**config.mk**
```make
export PLATFORM = sky130hd
export DESIGN_NAME = fifo_uart_tx
export DESIGN_NICKNAME = d
export VERILOG_FILES = /design/src/rtl/fifo_uart_tx.sv
export SDC_FILE = /design/constraint.sdc
export NUM_CORES = 1
export LEC_CHECK = 0
export ABC_AREA = 1
export CORE_UTILIZATION = 30
export CTS_BUF_LIST = sky130_fd_sc_hd__clkbuf_8 sky130_fd_sc_hd__clkbuf_16
export CTS_CLUSTER_DIAMETER = 80
export CTS_CLUSTER_SIZE = 20
export DETAILED_ROUTE_END_ITERATION = 10
export GPL_ROUTABILITY_DRIVEN = 0
export PLACE_DENSITY = 0.55
export SETUP_SLACK_MARGIN = 0.02
export SLEW_MARGIN = 0
export SYNTH_ARGS = -nofsm -noshare
export SYNTH_HDL_FRONTEND = slang
export SYNTH_SLANG_ARGS = --single-unit
```
**constraint.sdc**
```tcl
create_clock -name clk -period 1.57 [get_ports clk]
set_input_delay 0.2355 -clock clk [delete_from_list [all_inputs] [get_ports clk]]
set_output_delay 0.2355 -clock clk [all_outputs]
set_load 0.02 [all_outputs]
```
**src/rtl/fifo_uart_tx.sv**
```systemverilog
// Drains a first-word-fall-through FIFO and serialises each word as a UART frame
// (start, B data bits LSB first, optional even parity under UART_TX_PARITY_EN, stop).
module fifo_uart_tx #(
    parameter int unsigned B       = 8,
    parameter int unsigned DVSR    = 27,
    parameter int unsigned DVSR_W  = 5,
    parameter int unsigned SB_TICK = 16
) (
    input  logic         clk,
    input  logic         rst,
    input  logic         fifo_empty,
    input  logic [B-1:0] fifo_r_data,
    output logic         fifo_rd,
    output logic         tx,
    output logic         tx_busy,
    output logic         tx_done_tick
);

    localparam int unsigned N_W = (B > 1) ? $clog2(B) : 1;
    localparam int unsigned S_W = 6;

    typedef enum logic [2:0] {
        IDLE   = 3'd0,
        START  = 3'd1,
        DATA   = 3'd2,
`ifdef UART_TX_PARITY_EN
        PARITY = 3'd3,
`endif
        STOP   = 3'd4
    } state_t;

    state_t            state_reg, state_next;
    logic [DVSR_W-1:0] baud_reg, baud_next;
    logic [S_W-1:0]    s_reg, s_next;
    logic [N_W-1:0]    n_reg, n_next;
    logic [B-1:0]      b_reg, b_next;
    logic              tx_reg, tx_next;
    logic              s_tick;
`ifdef UART_TX_PARITY_EN
    logic              p_reg, p_next;
`endif

    assign s_tick  = (baud_reg == DVSR_W'(DVSR - 1));
    assign tx      = tx_reg;
    assign tx_busy = (state_reg != IDLE);

    // State and datapath registers
    always_ff @(posedge clk) begin
        if (rst) begin
            state_reg <= IDLE;
            baud_reg  <= '0;
            s_reg     <= '0;
            n_reg     <= '0;
            b_reg     <= '0;
            tx_reg    <= 1'b1;
`ifdef UART_TX_PARITY_EN
            p_reg     <= 1'b0;
`endif
        end else begin
            state_reg <= state_next;
            baud_reg  <= baud_next;
            s_reg     <= s_next;
            n_reg     <= n_next;
            b_reg     <= b_next;
            tx_reg    <= tx_next;
`ifdef UART_TX_PARITY_EN
            p_reg     <= p_next;
`endif
        end
    end

    // Next-state, tx level one cycle ahead, FIFO pop and done strobe
    always_comb begin
        state_next   = state_reg;
        baud_next    = s_tick ? '0 : baud_reg + DVSR_W'(1);
        s_next       = s_reg;
        n_next       = n_reg;
        b_next       = b_reg;
        tx_next      = tx_reg;
`ifdef UART_TX_PARITY_EN
        p_next       = p_reg;
`endif
        fifo_rd      = 1'b0;
        tx_done_tick = 1'b0;
        case (state_reg)
            IDLE: begin
                tx_next = 1'b1;
                if (!fifo_empty && !rst) begin
                    fifo_rd    = 1'b1;
                    b_next     = fifo_r_data;
`ifdef UART_TX_PARITY_EN
                    p_next     = ^fifo_r_data;
`endif
                    baud_next  = '0;
                    s_next     = '0;
                    n_next     = '0;
                    tx_next    = 1'b0;
                    state_next = START;
                end
            end
            START: begin
                if (s_tick) begin
                    if (s_reg == S_W'(15)) begin
                        s_next     = '0;
                        tx_next    = b_reg[0];
                        state_next = DATA;
                    end else begin
                        s_next = s_reg + S_W'(1);
                    end
                end
            end
            DATA: begin
                if (s_tick) begin
                    if (s_reg == S_W'(15)) begin
                        s_next = '0;
                        b_next = b_reg >> 1;
                        if (n_reg == N_W'(B - 1)) begin
`ifdef UART_TX_PARITY_EN
                            tx_next    = p_reg;
                            state_next = PARITY;
`else
                            tx_next    = 1'b1;
                            state_next = STOP;
`endif
                        end else begin
                            n_next  = n_reg + N_W'(1);
                            tx_next = b_next[0];
                        end
                    end else begin
                        s_next = s_reg + S_W'(1);
                    end
                end
            end
`ifdef UART_TX_PARITY_EN
            PARITY: begin
                if (s_tick) begin
                    if (s_reg == S_W'(15)) begin
                        s_next     = '0;
                        tx_next    = 1'b1;
                        state_next = STOP;
                    end else begin
                        s_next = s_reg + S_W'(1);
                    end
                end
            end
`endif
            STOP: begin
                if (s_tick) begin
                    if (s_reg == S_W'(SB_TICK - 1)) begin
                        tx_done_tick = 1'b1;
                        state_next   = IDLE;
                    end else begin
                        s_next = s_reg + S_W'(1);
                    end
                end
            end
            default: begin
                tx_next    = 1'b1;
                state_next = IDLE;
            end
        endcase
    end

endmodule

```
Word-level counts from Yosys, hierarchy flattened
Cells that the tools add are included.
- $add $sub $neg: 3
- eq/ne operators: 17
- muxes and demuxes: 39
- bitwise gates (word level): 1
- reduce and logical (&&, ||, !) cells: 13
- operators with widths (cell ; count):
    3-bit 2-to-1 mux ; 12
    6-bit 2-to-1 mux ; 5
    8-bit 2-to-1 mux ; 3
    2-bit != test, second input constant ; 10
    6-bit one-hot mux with 3 select lines ; 1
    8-bit one-hot mux with 2 select lines ; 1
    5-bit 2-to-1 mux ; 3
    5-bit AND reduction ; 3
    3-bit one-hot mux with 4 select lines ; 1
    1-bit 2-to-1 mux ; 11
    8-bit AND reduction ; 1
    6-bit by 1-bit adder with 6-bit output, second input constant ; 1
    3-bit == test, second input constant ; 2
    6-bit by 4-bit == test with 1-bit output, second input constant ; 1
    3-bit one-hot mux with 2 select lines ; 1
    3-bit nonzero test ; 2
    5-bit by 1-bit adder with 5-bit output, second input constant ; 1
    5-bit == test, second input constant ; 1
    1-bit one-hot mux with 4 select lines ; 1
    4-bit AND reduction ; 1
    3-bit by 1-bit adder with 3-bit output, second input constant ; 1
    3-bit by 1-bit == test with 1-bit output, second input constant ; 1
    3-bit by 2-bit == test with 1-bit output, second input constant ; 1
    3-bit logical NOT ; 1
    6 further kinds ; 7
- bits in registers: 26
- bits of input ports: 11
- output and inout bits: 4
- word-level logic and storage cells: 79

Longest topological paths before layout
Gate-level depths: netlist of run 1.
- depth after elaboration: 5
- mapped depth: 11
- mapped depth without buffers: 11

Worst setup path after synthesis of run 1
No wires, ideal clock.
- kind: register to output
- start: register s_reg[0]
- end: output port tx_done_tick
- arrival: 1298 ps
- required time: 1334 ps
- setup slack: 36 ps
- cell stages (with the launch flop): 6
- path buffers: 0
- cells stage by stage: dfxtp_1 ha_1 nand2_1 nor2_1 nand2_1 nor3_1
- longest elaborated chain between the ends: 4
- ends and longest elaborated chain (what ; line ; text):
    start, declared ; 34 ; logic [S_W-1:0] s_reg, s_next;
    start signal, assigned ; 62 ; s_reg <= s_next;
    6-bit by 4-bit == test with 1-bit output ; 149 ; if (s_reg == S_W'(SB_TICK - 1)) begin
    1-bit 2-to-1 mux ; 149 ;
    1-bit 2-to-1 mux ; 148 ; if (s_tick) begin
    1-bit 2-to-1 mux ; 85 ; case (state_reg)
    end, declared ; 16 ; output logic tx_done_tick
No other way between the ends.

Worst setup path in the final report of run 1
- start: register s_reg[1]
- end: output port tx_done_tick
Same word-level chain as after synthesis.

==> results of run 1 <==
## power by group
part	switching (mW)	internal, mW	total [mW]
Sequential	0.0924	0.819	0.911
Clock	0.229	0.225	0.454
Combinational	1.28	0.880	2.16
Total	1.60	1.92	3.52
## logic make-up (layout without fill, tap and decap cells)
family | Yosys count | after routing | share of synthesized area [%]
simple gates | 155 | 157 | 44.8
flops | 26 | 26 | 33.2
buf+inv | 26 | 75 | 7.59
compound gates | 25 | 25 | 8.15
fa+ha+maj | 5 | 5 | 3.99
xor+xnor | 4 | 4 | 2.24
## worst reg2reg max path, cell delays in order (launching register included)
cell and delay [ns]:
dfxtp_2 0.35, buf_4 0.12, buf_4 0.13, nand2_2 0.07, nor2_4 0.15, nor2_2 0.06, nor2_4 0.18, nand3_4 0.14
nand2_2 0.07, nand2_1 0.05, nor2_1 0.13
## cell usage after synthesis
| library cell | count | area, µm² |
|---|---|---|
| a21oi_1 | 13 | 65.1 |
| buf_2 | 3 | 15.0 |
| buf_6 | 2 | 22.5 |
| clkinv_1 | 1 | 3.75 |
| dfxtp_1 | 26 | 521 |
| ha_1 | 5 | 62.6 |
| inv_1 | 15 | 56.3 |
| inv_2 | 4 | 15.0 |
| inv_4 | 1 | 6.26 |
| nand2_1 | 73 | 274 |
| nand2_2 | 3 | 18.8 |
| nand2_4 | 3 | 33.8 |
| nand3_1 | 14 | 70.1 |
| nand3_2 | 1 | 10.0 |
| nand3_4 | 1 | 17.5 |
| nand4_1 | 3 | 18.8 |
| nor2_1 | 46 | 173 |
| nor2_2 | 5 | 31.3 |
| nor2_4 | 4 | 45.0 |
| nor3_1 | 2 | 10.0 |
| o211ai_1 | 1 | 7.51 |
| o21ai_0 | 6 | 30.0 |
| o21ai_1 | 5 | 25.0 |
| xnor2_1 | 2 | 17.5 |
| xor2_1 | 2 | 17.5 |
## metal layers
| layer | wire [µm] | share of wire [%] | track usage (%) | vias to the layer above |
|---|---|---|---|---|
| met5 | 0 | 0 | 0 | - |
| met4 | 74 | 1.8 | 4.40 | 0 |
| met3 | 65 | 1.6 | 1.63 | 8 |
| met2 | 2120 | 52 | 27.3 | 19 |
| met1 | 1860 | 45 | 18.4 | 734 |
| li1 | - | - | - | 863 |
## per-stage QoR
step           setup TNS [ns]  cells  util [%]  worst slack [ns]
2_1_floorplan               0    241         -            0.0363
3_3_place_gp            -3.13    351      41.2            -0.342
3_5_place_dp            -3.13    351      41.2            -0.340
4_1_cts               -0.0319    355      42.4           -0.0319
5_1_grt                -0.292    359      47.5           -0.0679
6_report             -0.00866    359      47.5          -0.00866
## worst paths after layout
path	startpoint	endpoint	slack (ns)	cells past startpoint
hold / removal	rst	n_reg[2]	0.42	3
setup / recovery	s_reg[1]	tx_done_tick	-0.009	6
setup reg to reg	state_reg[2]	s_reg[1]	0.06	10
hold reg to reg	b_reg[7]	b_reg[7]	0.48	2
## cell type report
type                            instances  area, µm²
Clock buffer                            4       55.1
Fill cell                             486       2560
Inverter                               21       86.3
Multi-Input combinational cell        191       1160
Sequential cell                        26        527
Tap cell                               67       83.8
Timing Repair Buffer                   50        409
## timing repair
action,CTS,global route
pin swaps,2,22
setup buffers,0,2
endpoints found under the setup margin,17,29
cloned,0,2
gates resized for setup,16,63
## placed cells by master, fill, tap and decap left out, types with 5 or more instances in the layout
| cell type | instances |
|---|---|
| o21ai_1 | 8 |
| nand2_1 | 63 |
| inv_1 | 15 |
| nor2_4 | 17 |
| nand3_1 | 12 |
| nand2_2 | 10 |
| dfxtp_2 | 5 |
| clkdlybuf4s50_1 | 10 |
| nor2_1 | 34 |
| dfxtp_1 | 21 |
| buf_4 | 36 |
| a21oi_1 | 8 |
| nand2_4 | 7 |
==> flow_summary_export.csv, run 1 <==
group,metric,value,unit
status,status,"complete, but fails checks",
status,violations,"setup timing",
floorplan,pin_count,15,
synthesis,avgSynthCellArea,6.50,µm²
global_routing,grt_max_degree,16,
clocking,clkTransAtPathRegs,0.10,ns
placement,placement.io_buffers,14,
synthesis,synth-warning-count,0,
clocking,cts_hold_buf,0,
clocking,cts_max_path_buffers,2,
cells_and_area,antennaDiodeCount,0,
global_routing,grt_antenna_before_repair,0,
critical_path,worstSetupStartpointType,"flip-flop",
detailed_routing,drt-total-wl,4.12,mm
synthesis,synth.net_count,257,
detailed_routing,vias,1624,
timing,fmax,0.633,GHz
critical_path,slowest_stage,"dfxtp_2",
global_routing,track_usage,14.9,%
timing,slew_violations,0,
power,ir_worst_vdd,0.642,mV
timing,final-setup-viol-count,1,
critical_path,critPathRequiredTime,1.33,ns
floorplan,initial_core_util,32.1,%
power,finalPower,3.52,mW
floorplan,fp-row-count,25,
job,cap_violations,0,
power,p_per_area,1520,nW/µm²
synthesis,ys_ff_latch,26,
critical_path,timing.critical_path.buf_inv,1,
detailed_routing,drc,0,
global_routing,overflow,0,
critical_path,crit_type,"flip-flop to primary output",
critical_path,cp_top_family,"simple AND/OR/NAND/NOR gates",
hold_path,hp-class,"input pin to flip-flop",
clocking,worstSkewPairLatency,0.28,ns
critical_path,path_cells,"ha_4 -> nand2_2 -> nor2_2 -> nand2_2 -> nor3_2 -> buf_4",
floorplan,die_area,5510,µm²
critical_path,cp_slowest_stage_delay,0.37,ns
synthesis,seq_area_frac_synth,33.2,%
cells_and_area,fin_nets,309,
cells_and_area,drive_gt1_share,35.6,%
detailed_routing,via_per_inst,4.52,
clocking,cts_max_level,1,
placement,place_hpwl,2.85,mm
timing,fin_skew,0.00397,ns
clocking,cts_tree,"yes",
timing,rsz0062_at_grt,"yes",
global_routing,grt_pass1_wl,6.38,mm
timing,setup_slack,-0.00866,ns
synthesis,syn_area,1570,µm²
clocking,cts-root-buf,"clkbuf_8",
detailed_routing,drt-initial-drc-count,64,
floorplan,die_y,74.3,µm
timing,timing.hold.ws,0.417,ns
timing,finalHoldViolCount,0,
detailed_routing,drt.antenna.violating_nets,0,
cells_and_area,largest_reg_flops,8,
synthesis,ys_types,25,
clocking,cts_sinks,26,
timing,worst_pin_slew,0.426,ns
global_routing,grt_pass1_vias,1453,
critical_path,crit_top_cell,"nand2_2",
synthesis,synthCells,241,
timing,max-slew-margin-rel,71.5,%
cells_and_area,fin_area,2320,µm²
critical_path,arrival,1.34,ns
timing,final.period_utilization,101,%
timing,period_minus_slack,1.58,ns
clocking,cts_made_buffers,3,
critical_path,crit_fanout,2,
critical_path,cp-end-kind,"primary output",
floorplan,fp.dieW,74.3,µm
placement,placed_area,2010,µm²
cells_and_area,area_delta_synth_final,48.1,%
floorplan,core-area,4880,µm²
detailed_routing,routedWlPerCell,11.5,µm
power,leakage,1.05,nW
detailed_routing,dr.pass1.iters,4,
(Power assumes the default switching activity.)
==> inputs of run 2 (changes only) <==
Settings changed: CORE_UTILIZATION 30 to 56, PLACE_DENSITY 0.55 to 0.86.
==> run 2 against run 1 <==
  * The run ends with DRC, setup timing left
  * Non-clock buffer count rose by 1
  * Design area fell by 0.32%
  * Worst setup slack got worse by 0.065 ns
  * Critical path depth rose by 4
  * Register-to-register slack got worse by 0.12 ns
  * Die area fell by 45%
  * Final cell count fell by 10%
  * Combinational power rose by 9%
  * First-iteration DRC count rose by 120%
  * Utilization rose by 43 points
  * Via count rose by 23%
  * Power rose by 4.9%
  * Critical endpoint is now s_reg[4]
  * Largest cell class unchanged
  * Highest routed layer unchanged
==> flow_summary_export.csv, run 2 (synthesized netlist as in run 1, its figures left out) <==
group,metric,value,unit
clocking,cts_tree,"yes",
critical_path,regToRegStartpoint,"baud_reg[0]",
cells_and_area,final_cell_mix,"nand2_1 (60), nor2_1 (34), buf_4 (32)",
clocking,cts-root-buf,"clkbuf_8",
detailed_routing,via_per_inst,6.22,
critical_path,crit_fanout,3,
critical_path,arrival,1.85,ns
timing,max-slew-margin-rel,69.4,%
critical_path,worstSetupStartpointType,"input pin",
cells_and_area,antennaDiodeCount,0,
clocking,cts_hold_buf,0,
status,status,"complete, but fails checks",
floorplan,die_y,54.9,µm
timing,final-setup-viol-count,10,
critical_path,slowest_stage,"clkdlybuf4s50_1",
timing,rsz0062_at_grt,"yes",
power,p_per_area,1600,nW/µm²
clocking,cts_sinks,26,
timing,tns,-0.250,ns
clocking,cts_made_buffers,3,
hold_path,hold_depth,3,
critical_path,crit_type,"input pin to flip-flop",
timing,slew_violations,0,
detailed_routing,vias,2003,
global_routing,grt_antenna_before_repair,0,
hold_path,hold_end,"n_reg[2]",
timing,fin_skew,0.00672,ns
timing,timing.hold.ws,0.398,ns
critical_path,cp_slowest_stage_delay,0.48,ns
critical_path,path_cells,"clkdlybuf4s50_1 -> nor2_2 -> inv_1 -> buf_4 -> nand2_1 -> buf_4 -> nand3_2 -> nor2_4 -> nand2_1 -> a21oi_2",
critical_path,cp_top_family,"buffers and inverters",
detailed_routing,dr.pass1.iters,9,
clocking,cts_max_path_buffers,2,
detailed_routing,dr_wl_met3,567,µm
status,violations,"DRC, setup timing",
placement,placed_area,1950,µm²
timing,finalHoldViolCount,0,
power,swShare,49.1,%
detailed_routing,drt-initial-drc-count,142,
cells_and_area,layout_commonest_cell,"nand2_1",
power,p_switching,1.81,mW
power,pwr-share-seq,25.8,%
timing,worst_pin_slew,0.458,ns
global_routing,track_usage,28.9,%
power,comb_power_share,63.5,%
detailed_routing,met1_length,2.16,mm
critical_path,cp-end-kind,"flip-flop",
floorplan,fp-row-count,18,
critical_path,timing.critical_path.buf_inv,4,
cells_and_area,largest_reg_flops,8,
global_routing,grt_max_degree,16,
cells_and_area,fin_area,2310,µm²
detailed_routing,drt.antenna.violating_nets,0,
critical_path,r2r_cells,10,
placement,placement.io_buffers,14,
hold_path,hp-class,"input pin to flip-flop",
detailed_routing,drt-total-wl,5.97,mm
cells_and_area,area_delta_synth_final,47.6,%
power,ir_worst_vdd,1.40,mV
global_routing,grt_pass1_wl,6.15,mm
detailed_routing,routedWlPerCell,18.5,µm
clocking,clkTransAtPathRegs,0.09,ns
floorplan,core-area,2570,µm²
cells_and_area,fin_nets,310,
global_routing,grt_pass1_vias,1479,
power,internal_power,1.88,mW
hold_path,holdCritStartpoint,"rst",
cells_and_area,drive_gt1_share,38.4,%
placement,place_hpwl,2.80,mm
clocking,cts_max_level,1,
timing,setup_slack,-0.0739,ns
job,cap_violations,0,
floorplan,die_area,3010,µm²
floorplan,initial_core_util,61.0,%
power,power.clock.fraction,10.6,%
floorplan,fp.dieW,54.9,µm
detailed_routing,drc,1,
floorplan,pin_count,15,
power,leakage,1.07,nW
timing,final.period_utilization,105,%
detailed_routing,routed.top_layer,"met4",
critical_path,timing.rr.end,"s_reg[4]",
global_routing,overflow,0,
timing,period_minus_slack,1.64,ns
detailed_routing,met2RoutedLength,2.87,mm
clocking,worstSkewPairLatency,0.28,ns
critical_path,critPathRequiredTime,1.78,ns
timing,fmax,0.608,GHz
critical_path,rrSetupSlack,-0.06,ns
[run 2: cell types whose count changed in the layout (fill, tap and decap cells not counted), moves of 3 or more]
cell	before	now
nand2_1	63	60
nand2_4	7	12
buf_6	1	6
buf_4	36	32
[run 2: per-stage QoR]
stage	total power, mW	cells	util (%)	setup slack [ns]
after floorplan	2.07	241	-	0.0363
after global placement	2.54	313	76.1	-0.308
after detailed placement	2.60	313	76.1	-0.323
after CTS	3.10	317	79.9	-0.0200
after global routing	3.87	322	90.1	-0.283
final	3.70	322	90.1	-0.0739
[run 2: how the worst max path moves through the flow]
stage / slack [ns] / start / to / cells past startpoint
global route: -0.28 / baud_reg[0] / s_reg[4] / 10
CTS: -0.02 / s_reg[1] / tx_done_tick / 6
detailed placement: -0.32 / rst / fifo_rd / 5
global placement: -0.31 / rst / fifo_rd / 5
finish: -0.07 / fifo_empty / s_reg[4] / 10
floorplan: 0.04 / s_reg[0] / tx_done_tick / 5
[run 2: layout make-up]
type	instances	area, µm²
Clock buffer	3	41.3
Sequential cell	26	531
Multi-Input combinational cell	191	1180
Fill cell	111	255
Timing Repair Buffer	51	437
Tap cell	30	37.5
Inverter	21	86.3
[run 2: routing by layer]
metal	track usage, %	vias up
li1	-	865
met1	32.7	905
met2	51.4	169
met3	4.37	64
met4	15.8	0
met5	0	-
[run 2: tightest hold or removal path, delay by kind of cell]
family / cells / cell delay (ns)
AOI/OAI and AO/OA: 1 / 0.04
buffers and inverters: 2 / 0.36
[run 2: timing repair]
item                       in CTS  in global routing
setup endpoints to repair      18                 26
cloned                          1                  1
setup buffers                   0                  5
gates resized for setup        31                 64
pin swaps                       8                 30
[run 2: power groups by stage]
| stage | Combinational, mW | Clock [mW] | Sequential, mW |
|---|---|---|---|
| finish | 2.35 | 0.393 | 0.955 |
| global placement | 1.65 | 0 | 0.898 |
| CTS | 1.80 | 0.383 | 0.913 |
| detailed placement | 1.70 | 0 | 0.902 |
| floorplan | 1.14 | 0 | 0.924 |
| global route | 2.50 | 0.402 | 0.963 |
==> inputs of run 3 (changes only) <==
Settings changed: CORE_UTILIZATION 56 to 51, PLACE_DENSITY 0.86 to 0.83.
Clock period 1.57 ns to 1.3 ns, I/O delays scaled along.
==> run 3 against run 2 <==
  * Global-route usage up 3.3 points
  * Combinational power rose by 24%
  * The run still ends with DRC, setup timing left
  * Final cell count up 2.5%
  * Flip-flop and latch count did not move
==> flow_summary_export.csv, run 3 (synthesized netlist as in run 1, its figures left out) <==
group,metric,value,unit
detailed_routing,routedWlPerCell,17.1,µm
cells_and_area,antennaDiodeCount,0,
placement,placement.io_buffers,14,
clocking,cts-root-buf,"clkbuf_8",
timing,fmax,0.598,GHz
clocking,cts_made_buffers,3,
global_routing,track_usage,32.2,%
timing,final.period_utilization,129,%
detailed_routing,drc,1,
detailed_routing,via_per_inst,5.87,
detailed_routing,vias,1938,
cells_and_area,fin_nets,317,
clocking,cts_sinks,26,
floorplan,pin_count,15,
floorplan,core-area,2830,µm²
timing,slew_violations,0,
cells_and_area,area_delta_synth_final,50.5,%
floorplan,fp-row-count,19,
power,pwr-share-seq,25.1,%
power,ir_worst_vdd,1.24,mV
global_routing,grt_max_degree,14,
job,cap_violations,0,
cells_and_area,utilization,83.3,%
cells_and_area,largest_reg_flops,8,
clocking,clkTransAtPathRegs,0.10,ns
timing,worst_pin_slew,0.413,ns
cells_and_area,final_cells,330,
critical_path,crit_fanout,4,
critical_path,cp-end-kind,"flip-flop",
global_routing,overflow,0,
floorplan,die_area,3300,µm²
detailed_routing,dr.pass1.iters,7,
critical_path,arrival,1.88,ns
global_routing,grt_pass1_vias,1741,
power,comb_power_share,64.3,%
floorplan,initial_core_util,55.4,%
placement,place_hpwl,2.89,mm
clocking,cts_max_path_buffers,2,
hold_path,hp-class,"input pin to flip-flop",
status,violations,"DRC, setup timing",
placement,place_inst,319,
timing,period_minus_slack,1.67,ns
power,leakage,1.09,nW
timing,max-slew-margin-rel,72.3,%
clocking,worstSkewPairLatency,0.27,ns
power,internal_power,2.36,mW
timing,setup_slack,-0.372,ns
detailed_routing,drt-initial-drc-count,153,
cells_and_area,drive_gt1_share,40.8,%
detailed_routing,drt-total-wl,5.65,mm
timing,timing.hold.ws,0.419,ns
cells_and_area,final_cell_mix,"nand2_1 (61), buf_4 (43), nor2_1 (32)",
detailed_routing,drt.antenna.violating_nets,0,
floorplan,die_y,57.4,µm
floorplan,fp.dieW,57.4,µm
cells_and_area,n_fill_cell,160,
clocking,cts_max_level,1,
power,swShare,47.9,%
timing,finalHoldViolCount,0,
global_routing,grt_pass1_wl,8.09,mm
critical_path,worstSetupStartpointType,"flip-flop",
status,status,"complete, but fails checks",
timing,final-setup-viol-count,28,
timing,rsz0062_at_grt,"yes",
clocking,cts_tree,"yes",
critical_path,crit_type,"flip-flop to flip-flop",
power,p_per_area,1920,nW/µm²
power,power.clock.fraction,10.7,%
timing,fin_skew,0.00341,ns
cells_and_area,layout_commonest_cell,"nand2_1",
critical_path,critPathRequiredTime,1.50,ns
power,p_switching,2.17,mW
global_routing,grt_antenna_before_repair,0,
run 3: through the flow:
stage          setup WS [ns]  cell area [µm²]  TNS [ns]  power [mW]
2_1_floorplan        -0.0162             1630   -0.0245        2.58
3_3_place_gp          -0.495             2050     -7.89        3.21
4_1_cts               -0.183             2260     -3.40        4.10
6_report              -0.372             2360     -6.13        4.53
3_5_place_dp          -0.502             2050     -8.85        3.28
5_1_grt               -0.428             2360     -7.43        4.74
run 3: cell type report:
| type | instances | area (µm²) | share of cell area [%] |
|---|---|---|---|
| timing repair buffer | 59 | 489 | 20.8 |
| multi-input combinational | 190 | 1170 | 49.7 |
| tap | 31 | 38.8 | 1.65 |
| sequential | 26 | 533 | 22.6 |
| inverter | 21 | 83.8 | 3.56 |
| clock buffer | 3 | 41.3 | 1.75 |
run 3: path summary, 6_finish.rpt:
path / from / endpoint / slack (ns) / cells after the start
min: fifo_empty / baud_reg[4] / 0.42 / 3
max: state_reg[2] / s_reg[4] / -0.37 / 8
max reg2reg: state_reg[2] / s_reg[4] / -0.37 / 8
min reg2reg: b_reg[5] / b_reg[5] / 0.49 / 2
run 3: per-layer routing:
metal	track usage [%]	vias up	routed length, µm
li1	-	881	-
met1	36.5	884	2120
met2	58.1	132	2690
met3	4.54	41	500
met4	16.7	0	334
met5	0	-	0
run 3: critical path, cell delays in order (launching register included):
cell and delay (ns):
dfxtp_4 0.38, buf_4 0.15, nor2_2 0.17, nand2_2 0.14, nand2_4 0.15, clkinv_1 0.10
o21ai_1 0.21, nand2_1 0.11, a21oi_1 0.18
run 3: what timing repair did:
item	CTS	global route
gates cloned	1	0
hold buffers	0	0
buffers inserted	5	2
setup endpoints to repair	28	29
resized for setup	53	28
endpoints found under the hold margin	0	0
pin swaps	26	16
run 3: power groups by stage:
stage               logic [mW]  registers (mW)  clock network, mW
floorplan                 1.44            1.15                  0
global placement          2.08            1.12                  0
detailed placement        2.15            1.13                  0
CTS                       2.50            1.12              0.475
global route              3.08            1.16              0.498
finish                    2.91            1.14              0.482
